$ cat src/rtl/gpu_pkg.sv
// Shared constants and types for the 2D GPU render path.
// Used by ahb_pixel_writer and its pixel_fifo.
package gpu_pkg;
   localparam int XWIDTH    = 320;
   localparam int YHEIGHT   = 240;
   localparam int PIXWIDTH  = 24;
   localparam int ADDRWIDTH = 24;

   typedef enum logic [1:0] {
      HT_IDLE   = 2'b00,
      HT_NONSEQ = 2'b10
   } htrans_t;

   typedef enum logic [1:0] {
      RUN,
      SWAP_PEND,
      SWAP
   } pw_state_t;
endpackage

$ cat src/rtl/pixel_fifo.sv
// Synchronous FIFO with full/empty/count status; DEPTH must be a power of two.
// Read data is the current head entry (show-ahead).
module pixel_fifo #(
   parameter int WIDTH = 48,
   parameter int DEPTH = 4
) (
   input  logic                     clk,
   input  logic                     rst,
   input  logic                     push,
   input  logic                     pop,
   input  logic [WIDTH-1:0]         wdata,
   output logic [WIDTH-1:0]         rdata,
   output logic                     full,
   output logic                     empty,
   output logic [$clog2(DEPTH):0]   count
);
   localparam int AW = $clog2(DEPTH);
   localparam int CW = AW + 1;

   logic [WIDTH-1:0] mem [DEPTH];
   logic [AW-1:0]    wr_ptr;
   logic [AW-1:0]    rd_ptr;
   logic             wr;
   logic             rd;

   assign full  = count == CW'(DEPTH);
   assign empty = count == '0;
   assign wr    = push && !full;
   assign rd    = pop && !empty;
   assign rdata = mem[rd_ptr];

   always_ff @(posedge clk or posedge rst) begin
      if (rst) begin
         wr_ptr <= '0;
         rd_ptr <= '0;
         count  <= '0;
      end else begin
         if (wr) wr_ptr <= wr_ptr + AW'(1);
         if (rd) rd_ptr <= rd_ptr + AW'(1);
         unique case ({wr, rd})
            2'b10:   count <= count + CW'(1);
            2'b01:   count <= count - CW'(1);
            default: ;
         endcase
      end
   end

   always_ff @(posedge clk) begin
      if (wr) mem[wr_ptr] <= wdata;
   end
endmodule

$ cat src/rtl/ahb_pixel_writer.sv
// AHB-Lite write master for rasterizer pixels into a double-buffered frame buffer.
// Optional PIXEL_WRITER_CLIP_EN drops out-of-range pixels after the handshake.
module ahb_pixel_writer #(
   parameter int XWIDTH    = gpu_pkg::XWIDTH,
   parameter int YHEIGHT   = gpu_pkg::YHEIGHT,
   parameter int PIXWIDTH  = gpu_pkg::PIXWIDTH,
   parameter int ADDRWIDTH = gpu_pkg::ADDRWIDTH,
   parameter logic [ADDRWIDTH-1:0] BASE_ADDR = '0,
   parameter int FIFO_DEPTH = 4
) (
   input  logic                 clk,
   input  logic                 rst,
   input  logic                 pix_valid,
   output logic                 pix_ready,
   input  logic [8:0]           pix_x,
   input  logic [7:0]           pix_y,
   input  logic [PIXWIDTH-1:0]  pix_color,
   input  logic                 frame_done,
   output logic                 swap_done,
   output logic                 back_sel,
   output logic [ADDRWIDTH-1:0] HADDR,
   output logic [1:0]           HTRANS,
   output logic                 HWRITE,
   output logic [2:0]           HSIZE,
   output logic [PIXWIDTH-1:0]  HWDATA,
   input  logic                 HREADY,
   input  logic                 HRESP,
   output logic                 bus_error
);
   import gpu_pkg::*;

   localparam int EW = ADDRWIDTH + PIXWIDTH;
   localparam int CW = $clog2(FIFO_DEPTH) + 1;

   pw_state_t            state;
   logic [EW-1:0]        head;
   logic [CW-1:0]        count;
   logic                 full;
   logic                 empty;
   logic                 accept;
   logic                 push;
   logic                 pop;
   logic                 nonseq;
   logic                 dval;
   logic                 err_idle;
   logic [ADDRWIDTH-1:0] row;
   logic [ADDRWIDTH-1:0] addr;

   assign pix_ready = !rst && !full && state != SWAP_PEND;
   assign accept    = pix_valid && pix_ready;
   assign row  = ADDRWIDTH'(pix_y) + (back_sel ? ADDRWIDTH'(YHEIGHT) : '0);
   assign addr = BASE_ADDR + row * ADDRWIDTH'(XWIDTH) + ADDRWIDTH'(pix_x);

`ifdef PIXEL_WRITER_CLIP_EN
   assign push = accept && (32'(pix_x) < XWIDTH) && (32'(pix_y) < YHEIGHT);
`else
   assign push = accept;
`endif

   // err_idle blanks the address phase during the second error cycle
   assign nonseq = !empty && !err_idle;
   assign pop    = nonseq && HREADY;
   assign HTRANS = nonseq ? HT_NONSEQ : HT_IDLE;
   assign HWRITE = nonseq;
   assign HSIZE  = 3'b010;
   assign HADDR  = nonseq ? head[EW-1 -: ADDRWIDTH] : '0;

   pixel_fifo #(
      .WIDTH (EW),
      .DEPTH (FIFO_DEPTH)
   ) u_fifo (
      .clk   (clk),
      .rst   (rst),
      .push  (push),
      .pop   (pop),
      .wdata ({addr, pix_color}),
      .rdata (head),
      .full  (full),
      .empty (empty),
      .count (count)
   );

   always_ff @(posedge clk or posedge rst) begin
      if (rst) begin
         HWDATA    <= '0;
         dval      <= 1'b0;
         err_idle  <= 1'b0;
         bus_error <= 1'b0;
      end else begin
         if (pop) HWDATA <= head[PIXWIDTH-1:0];
         if (HREADY) dval <= pop;
         err_idle <= dval && HRESP && !HREADY;
         if (dval && HRESP) bus_error <= 1'b1;
      end
   end

   always_ff @(posedge clk or posedge rst) begin
      if (rst) begin
         state     <= RUN;
         back_sel  <= 1'b0;
         swap_done <= 1'b0;
      end else begin
         swap_done <= 1'b0;
         unique case (state)
            RUN: if (frame_done) state <= SWAP_PEND;
            // swap on the edge that retires the last data phase
            SWAP_PEND: if (count == '0 && (!dval || HREADY)) begin
               state     <= SWAP;
               back_sel  <= !back_sel;
               swap_done <= 1'b1;
            end
            SWAP:    state <= RUN;
            default: state <= RUN;
         endcase
      end
   end
endmodule

$ cat config.mk
export PLATFORM = sky130hd
export DESIGN_NAME = ahb_pixel_writer
export DESIGN_NICKNAME = d
export VERILOG_FILES = /design/src/rtl/gpu_pkg.sv /design/src/rtl/pixel_fifo.sv /design/src/rtl/ahb_pixel_writer.sv
export SDC_FILE = /design/constraint.sdc
export NUM_CORES = 1
export LEC_CHECK = 0
export CAP_MARGIN = 30
export CORE_UTILIZATION = 55
export CTS_CLUSTER_DIAMETER = 50
export CTS_CLUSTER_SIZE = 25
export DETAILED_ROUTE_END_ITERATION = 7
export PLACE_DENSITY = 0.89
export RECOVER_POWER = 25
export SETUP_SLACK_MARGIN = 0.2
export SYNTH_ARGS = -nofsm -noshare
export SYNTH_HDL_FRONTEND = slang
export SYNTH_SLANG_ARGS = --single-unit
$ cat constraint.sdc
create_clock -name clk -period 10.2 [get_ports clk]
set_input_delay 2.04 -clock clk [delete_from_list [all_inputs] [get_ports clk]]
set_output_delay 2.04 -clock clk [all_outputs]
set_load 0.005 [all_outputs]
# --- Yosys cells after proc, flatten, opt, wreduce, memory -nomap -nowiden ---
# Memories as Yosys holds them, arrays and structs flattened.
# Index checks and enable logic that the tools add are counted.
word_totals:
  memories: 1
  ramBits: 172
  output_inout_bits: 58
  ff_bits: 38
  inputBits: 47
  word_cells: 59
memory_table:
  columns: ["memory", "depth", "width", "read_ports", "rd_ports_with_merged_regs", "write_ports", "line", "source"]
  rows:
  - ["u_fifo.mem", 4, 43, 1, 0, 1, "pixel_fifo.sv:20", "logic [WIDTH-1:0] mem [DEPTH];"]
classes:
  n_eq_ne: 7
  n_reduce_logical: 23
  muxes: 11
  n_addsub: 6
  mul: 1
op_table:
  columns: ["op", "count"]
  rows:
  - ["$mux 24", 1]
  - ["$add 18x9->19", 1]
  - ["$mul 9x3->12 const B", 1]
  - ["$logic_and 1x1->1", 10]
  - ["$add 8x8->9", 1]
  - ["$mux 8", 1]
  - ["$logic_not 1->1", 7]
  - ["$mux 2", 3]
  - ["$pmux 3 s2", 1]
  - ["$add 2x1->2 const B", 2]
  - ["$eq 2x1->1 const B", 2]
  - ["$mux 1", 4]
  - ["$ne 2x2->1 const B", 2]
  - ["$pmux 2 s2", 1]
  - ["$reduce_and 2->1", 2]
  - ["$add 3x1->3 const B", 1]
  - ["$eq 3x3->1 const B", 1]
  - ["$logic_not 3->1", 1]
  - ["$sub 3x1->3 const B", 1]
  - ["$eq 2x2->1 const B", 1]
  - ["$logic_not 2->1", 1]
  - ["$ne 2x1->1 const B", 1]
  - ["$reduce_bool 2->1", 1]
  - ["$logic_or 1x1->1", 1]

# --- Logic depth before layout (Yosys ltp) ---
# Gate-level depths: netlist of the first run.
depth:
  depth_word: 8
  depth_mapped: 12
  ltp_nobuf: 12

# --- Modules after synthesis ---
# Synthesis of the first run repeated with hierarchy kept, for this count alone.
hier_totals:
  cells_unflattened: 490
  hier_area_um2: 9577.9
modules_own_cells:
  columns: ["module", "instances", "cells_each", "area_each_um2"]
  rows:
  - ["pixel_fifo", 1, 289, 7410.9]
  - ["ahb_pixel_writer", 1, 201, 2167.1]

# --- Worst setup path after synthesis of the first run ---
# Ideal clock, no wire load.
synth_path:
  path_type: "input port to flip-flop"
  from: "in pix_y[4]"
  to: "mem u_fifo.mem[0][40] (netlist bit) (data pin)"
  slack_ns: 5.164
  arrival_ns: 4.759
  cell_stages: 12
  cell_sequence: "ha_1 fa_1 a21o_1 a21oi_1 inv_1 ha_1 ha_1 and3_1 a221oi_1 xnor2_1 nand4_1 xor2_1"
synth_between:
  elab_chain_cells: 3
synth_lines:
  columns: ["element", "line", "source"]
  rows:
  - ["start: declaration", "ahb_pixel_writer.sv:16", "input logic [7:0] pix_y,"]
  - ["$add 8x8->9", "ahb_pixel_writer.sv:51", "assign row = ADDRWIDTH'(pix_y) + (back_sel ? ADDRWIDTH'(YHEIGHT) : '0);"]
  - ["$mul 9x3->12", "ahb_pixel_writer.sv:52", "assign addr = BASE_ADDR + row * ADDRWIDTH'(XWIDTH) + ADDRWIDTH'(pix_x);"]
  - ["$add 18x9->19", "ahb_pixel_writer.sv:52", null]
  - ["net addr[16]", "ahb_pixel_writer.sv:47", "logic [ADDRWIDTH-1:0] addr;"]
  - ["end: declaration", "pixel_fifo.sv:20", null]
# The timed path passes the listed nets, and every way through them passes these cells.

# --- Worst setup path in the final report of the first run ---
layout_path:
  from: "in rst"
  to: "out pix_ready"
layout_between:
  elab_chain_cells: 3
layout_lines:
  columns: ["element", "line", "source"]
  rows:
  - ["start: declaration", "ahb_pixel_writer.sv:12", "input logic rst,"]
  - ["$logic_not 1->1 (no source line)", null, null]
  - ["$logic_and 1x1->1 (2 in series)", "ahb_pixel_writer.sv:49", "assign pix_ready = !rst && !full && state != SWAP_PEND;"]
  - ["end: declaration", "ahb_pixel_writer.sv:14", "output logic pix_ready,"]
# Every way passes these cells.

==> results of run 1 <==
==> stage by stage <==
step / power, uW / hold WS (ns)
5_1_grt: 3280 / 0.524
6_report: 3090 / 0.487
3_5_place_dp: 2520 / 0.473
2_1_floorplan: 2070 / 0.446
4_1_cts: 3130 / 0.486
3_3_place_gp: 2440 / 0.450
==> routing by layer <==
metal / up-vias / part of all wire
met5: - / 0
met4: 0 / 0.011
met3: 15 / 0.040
met2: 86 / 0.54
met1: 2215 / 0.41
li1: 1946 / -
==> synth_stat cells (all sizes together), types with 2 or more instances <==
| cell type | instances |
|---|---|
| ha | 26 |
| xnor2 | 14 |
| and3 | 6 |
| inv | 15 |
| clkbuf | 7 |
| or2 | 2 |
| mux2 | 24 |
| a21o | 5 |
| nor3 | 3 |
| a311oi | 2 |
| mux4 | 43 |
| and2 | 21 |
| nand2b | 5 |
| nor2b | 2 |
| buf | 18 |
| nand2 | 5 |
| dfrtp | 38 |
| a21oi | 6 |
| fa | 4 |
| nor2 | 11 |
| nand3 | 3 |
| o21ai | 2 |
| edfxtp | 172 |
| conb | 2 |
| xor2 | 8 |
==> cells by family after synthesis <==
group | Yosys count | share of synthesized area
compound gates | 22 | 0.0204
xor+xnor | 22 | 0.0221
fa+ha+maj | 30 | 0.0465
buf+inv | 40 | 0.0233
flops | 210 | 0.702
mux | 68 | 0.143
other cells | 2 | 0.000862
simple gates | 61 | 0.0416
==> critical path, stage by stage <==
cell and delay [ns]:
clkdlybuf4s50_1 0.43, a311oi_1 0.55, clkdlybuf4s50_1 0.62
==> cell type report <==
cell class / instances / area (um2)
Sequential cell: 210 / 6120
Timing Repair Buffer: 103 / 1070
Multi-Input combinational cell: 216 / 2440
Clock buffer: 15 / 375
Clock inverter: 10 / 140
Tap cell: 211 / 264
Inverter: 15 / 56.3
Fill cell: 1004 / 4840
==> flip-flops by register name, indices dropped and copies added (netlist names) <==
register,cells
u_fifo.rd_ptr,2
HWDATA,24
swap_done,1
back_sel,1
u_fifo.wr_ptr,2
bus_error,1
state,2
err_idle,1
u_fifo.count,3
u_fifo.mem,172
dval,1
==> power by group <==
part	leakage, uW	internal [uW]	switching, uW
Sequential	0.00199	1150	122
Combinational	0.00145	666	550
Clock	0.000246	313	299
==> path summary, 6_finish.rpt <==
check                               start           endpoint  slack [ns]
worst min-delay path            bus_error          bus_error        0.49
max in group asynchronous             rst   u_fifo.rd_ptr[0]        7.74
worst max register to register   back_sel  u_fifo.mem[1][41]        6.36
worst min register to register  bus_error          bus_error        0.49
worst max-delay path                  rst          pix_ready        4.51
min in group asynchronous             rst   u_fifo.rd_ptr[1]        2.06
==> results.cfg, run 1 <==
[timing]
fmaxAchievable_mhz = 176
fin_crit_sh = 0.557
slew_violations = 0
max_slew_margin = 0.409
worst_pin_slew_ns = 0.887
setup_viol = 0
tns_ns = 0
rsz0062_at_grt = no
period_needed_ns = 5.69
finalHoldViolations = 0
fin_skew_ns = 0.0123
fin_ws_ns = 4.51

[layout]
fin_util = 0.684
final_cell_mix = edfxtp_1 (172), clkdlybuf4s50_1 (65), mux4_2 (43)
final_nets = 638
diodes = 0
postLayoutCellArea_um2 = 10500
area_growth_pct = 20.2
final_cells = 780
layout_commonest_cell = edfxtp_1
drive_above_1_share = 0.204

[synthesis]
synth_cell_type_count = 41
ys_ff_latch = 210
synth_top_area_frac = 0.593
synth_edf_count = 172
async_flop_share = 0.181
ys_warn_count = 0
synthFlopType = edfxtp_1
ys_seq_area_frac = 0.702
yosys-top-cells-area = edfxtp_1 (59%), mux4_2 (11%), dfrtp_1 (11%)
synth_area_leader_cell = edfxtp_1
syn_area_per_cell_um2 = 19.2
syn-cell-area_um2 = 8710
syn-instance-count = 455

[worst_hold_path]
worstHoldPathType = reg -> reg
hold_path_depth = 1

[clock_network]
cts-root-buf = clkbuf_16
cts_sinks = 210
post_cts_resized = 0
htree_levels = 1
cts_tree = yes
cts_hold_buf = 0
worstSkewPairLatency_ns = 0.46
numCtsBuffers = 15
post_cts.repair.setup_buffers = 0
cts_buffer_depth = 3
clkTransAtPathRegs_ns = 0.08

[setup_path]
reg2reg_depth = 12
start_kind = input pin
path_max_fanout = 6
setup.worst_path.class = in -> out
critPathArrivalTime_ns = 3.65
cp.required_ns = 8.16
setup.worst_path.end_class = primary output

[floorplanning]
die_h_um = 128
rows = 45
io_pins = 105
core_area_um2 = 15300
die_x_um = 128
start_util = 0.569
die_area_um2 = 16300

[power_and_ir_drop]
power_density_nw_per_um2 = 296
p_leak_uw = 0.00369
ir_worst_vdd_mv = 0.269

[route]
post_drt_wl_per_cell_um = 19.2
via_per_inst = 5.46
drtIter0Drc = 267
drt-pass1-iter-count = 6
wirelength_um = 15000
vias = 4262
drc = 0
drtAntennaViolNets = 0

[flow_run]
max_cap_violations = 0

[place]
pre_cts_ws_ns = 4.45
portBuffers = 95
placed_cells = 755
gp_congestion = 0.815
place_area_um2 = 9960
dpl.hpwl_um = 9890

[global_route]
grt_max_degree = 46
gr-total-overflow = 0
grtUsageMet1 = 0.239
grt_pass1_wl_um = 24000
grt_pass1_vias = 4682
gr-usage-met2 = 0.361
top_usage_layer = met2
grtUsageMet3 = 0.0330
grt_use_total = 0.194
antenna_found_initial = 0

[outcome]
status = finished clean
Note: power is estimated with default switching activity, not from simulation.
==> run 2, diff against run 1 <==
==> constraint.sdc (replaced) <==
create_clock -name clk -period 5.3 [get_ports clk]
set_input_delay 1.06 -clock clk [delete_from_list [all_inputs] [get_ports clk]]
set_output_delay 1.06 -clock clk [all_outputs]
set_load 0.005 [all_outputs]
==> results.cfg, run 2 (synthesis results as in run 1) <==
[floorplanning]
io_pins = 105
die_area_um2 = 16300
start_util = 0.569
die_h_um = 128
core_area_um2 = 15300
rows = 45
die_x_um = 128

[timing]
finalHoldViolations = 0
fin_skew_ns = 0.0113
tns_ns = 0
fmaxAchievable_mhz = 234
max_slew_margin = 0.389
fin_crit_sh = 0.806
setup_viol = 0
period_needed_ns = 4.27
worst_pin_slew_ns = 0.916
slew_violations = 0
rsz0062_at_grt = no

[route]
drtIter0Drc = 213
wirelength_um = 15300
via_per_inst = 5.50
drt-pass1-iter-count = 4
drtAntennaViolNets = 0
drc = 0
vias = 4312
post_drt_wl_per_cell_um = 19.5

[global_route]
grt_max_degree = 46
grt_use_total = 0.200
grt_pass1_wl_um = 24600
antenna_found_initial = 0
gr-total-overflow = 0
grt_pass1_vias = 4692

[power_and_ir_drop]
ir_worst_vdd_mv = 0.573
power_density_nw_per_um2 = 575
p_leak_uw = 0.00372

[setup_path]
setup.worst_path.class = in -> reg
path_max_fanout = 4
cp.required_ns = 5.57
setup.worst_path.end_class = register
critPathArrivalTime_ns = 4.54
reg2reg_depth = 12
start_kind = input pin

[worst_hold_path]
worstHoldPathType = reg -> reg
hold_path_depth = 1

[clock_network]
cts_buffer_depth = 3
cts_hold_buf = 0
post_cts_resized = 0
clkTransAtPathRegs_ns = 0.06
cts-root-buf = clkbuf_16
cts_sinks = 210
htree_levels = 1
post_cts.repair.setup_buffers = 0
cts_tree = yes
numCtsBuffers = 17
worstSkewPairLatency_ns = 0.47

[layout]
regMostFlops = u_fifo.mem
fillers = 962
diodes = 0
area_growth_pct = 20.9
largest_register_ffs = 172
final_nets = 640
top_regs = u_fifo.mem x172, HWDATA x24, u_fifo.count x3
drive_above_1_share = 0.206
final_cell_mix = edfxtp_1 (172), clkdlybuf4s50_1 (66), mux4_2 (43)
final_cells = 784
layout_commonest_cell = edfxtp_1
fin_util = 0.688

[place]
dpl.hpwl_um = 9670
gp_congestion = 0.819
placed_cells = 755
portBuffers = 95

[outcome]
status = finished clean

[flow_run]
max_cap_violations = 0
[run 2: metrics by stage]
stage	area, um2	setup slack [ns]	hold WS, ns	total power (uW)
2_1_floorplan	8750	1.24	0.446	3990
3_3_place_gp	9860	0.662	0.452	4690
3_5_place_dp	9960	0.520	0.461	4820
4_1_cts	10500	0.994	0.475	6120
5_1_grt	10500	0.756	0.510	6410
6_report	10500	1.03	0.473	6050
[run 2: final timing paths]
kind	from	to	slack, ns
min in group asynchronous	rst	state[0]	0.98
min	bus_error	bus_error	0.47
max	pix_y[4]	u_fifo.mem[0][41]	1.03
max reg2reg	back_sel	u_fifo.mem[0][41]	1.46
min reg2reg	bus_error	bus_error	0.47
max in group asynchronous	rst	u_fifo.rd_ptr[0]	3.57
[run 2: cell type report]
| class | count | area [um2] | area share |
|---|---|---|---|
| multi-input cells | 216 | 2440 | 0.232 |
| repair buffers | 103 | 1070 | 0.102 |
| clock inverters | 11 | 135 | 0.0128 |
| clock buffers | 18 | 439 | 0.0417 |
| flip-flops and latches | 210 | 6120 | 0.581 |
| well taps | 211 | 264 | 0.0251 |
| inverters | 15 | 56.3 | 0.00535 |
[run 2: worst max-delay path: stages]
cell and delay (ns):
clkdlybuf4s50_1 0.40, ha_1 0.23, fa_1 0.42, a21o_1 0.18, a21oi_1 0.32, inv_1 0.08
ha_1 0.30, ha_1 0.35, and3_1 0.18, a221oi_1 0.36, xnor2_1 0.23, inv_1 0.09
o32ai_2 0.34
[run 2: metal layers]
layer / track usage / share of wire
met5: 0 / 0
met4: 0.0533 / 0.015
met3: 0.0259 / 0.049
met2: 0.368 / 0.54
met1: 0.250 / 0.40
[run 2: power by group]
group          total, uW  switching (uW)  internal, uW
clock               1280             566           715
combinational       2330            1050          1280
sequential          2440             237          2210
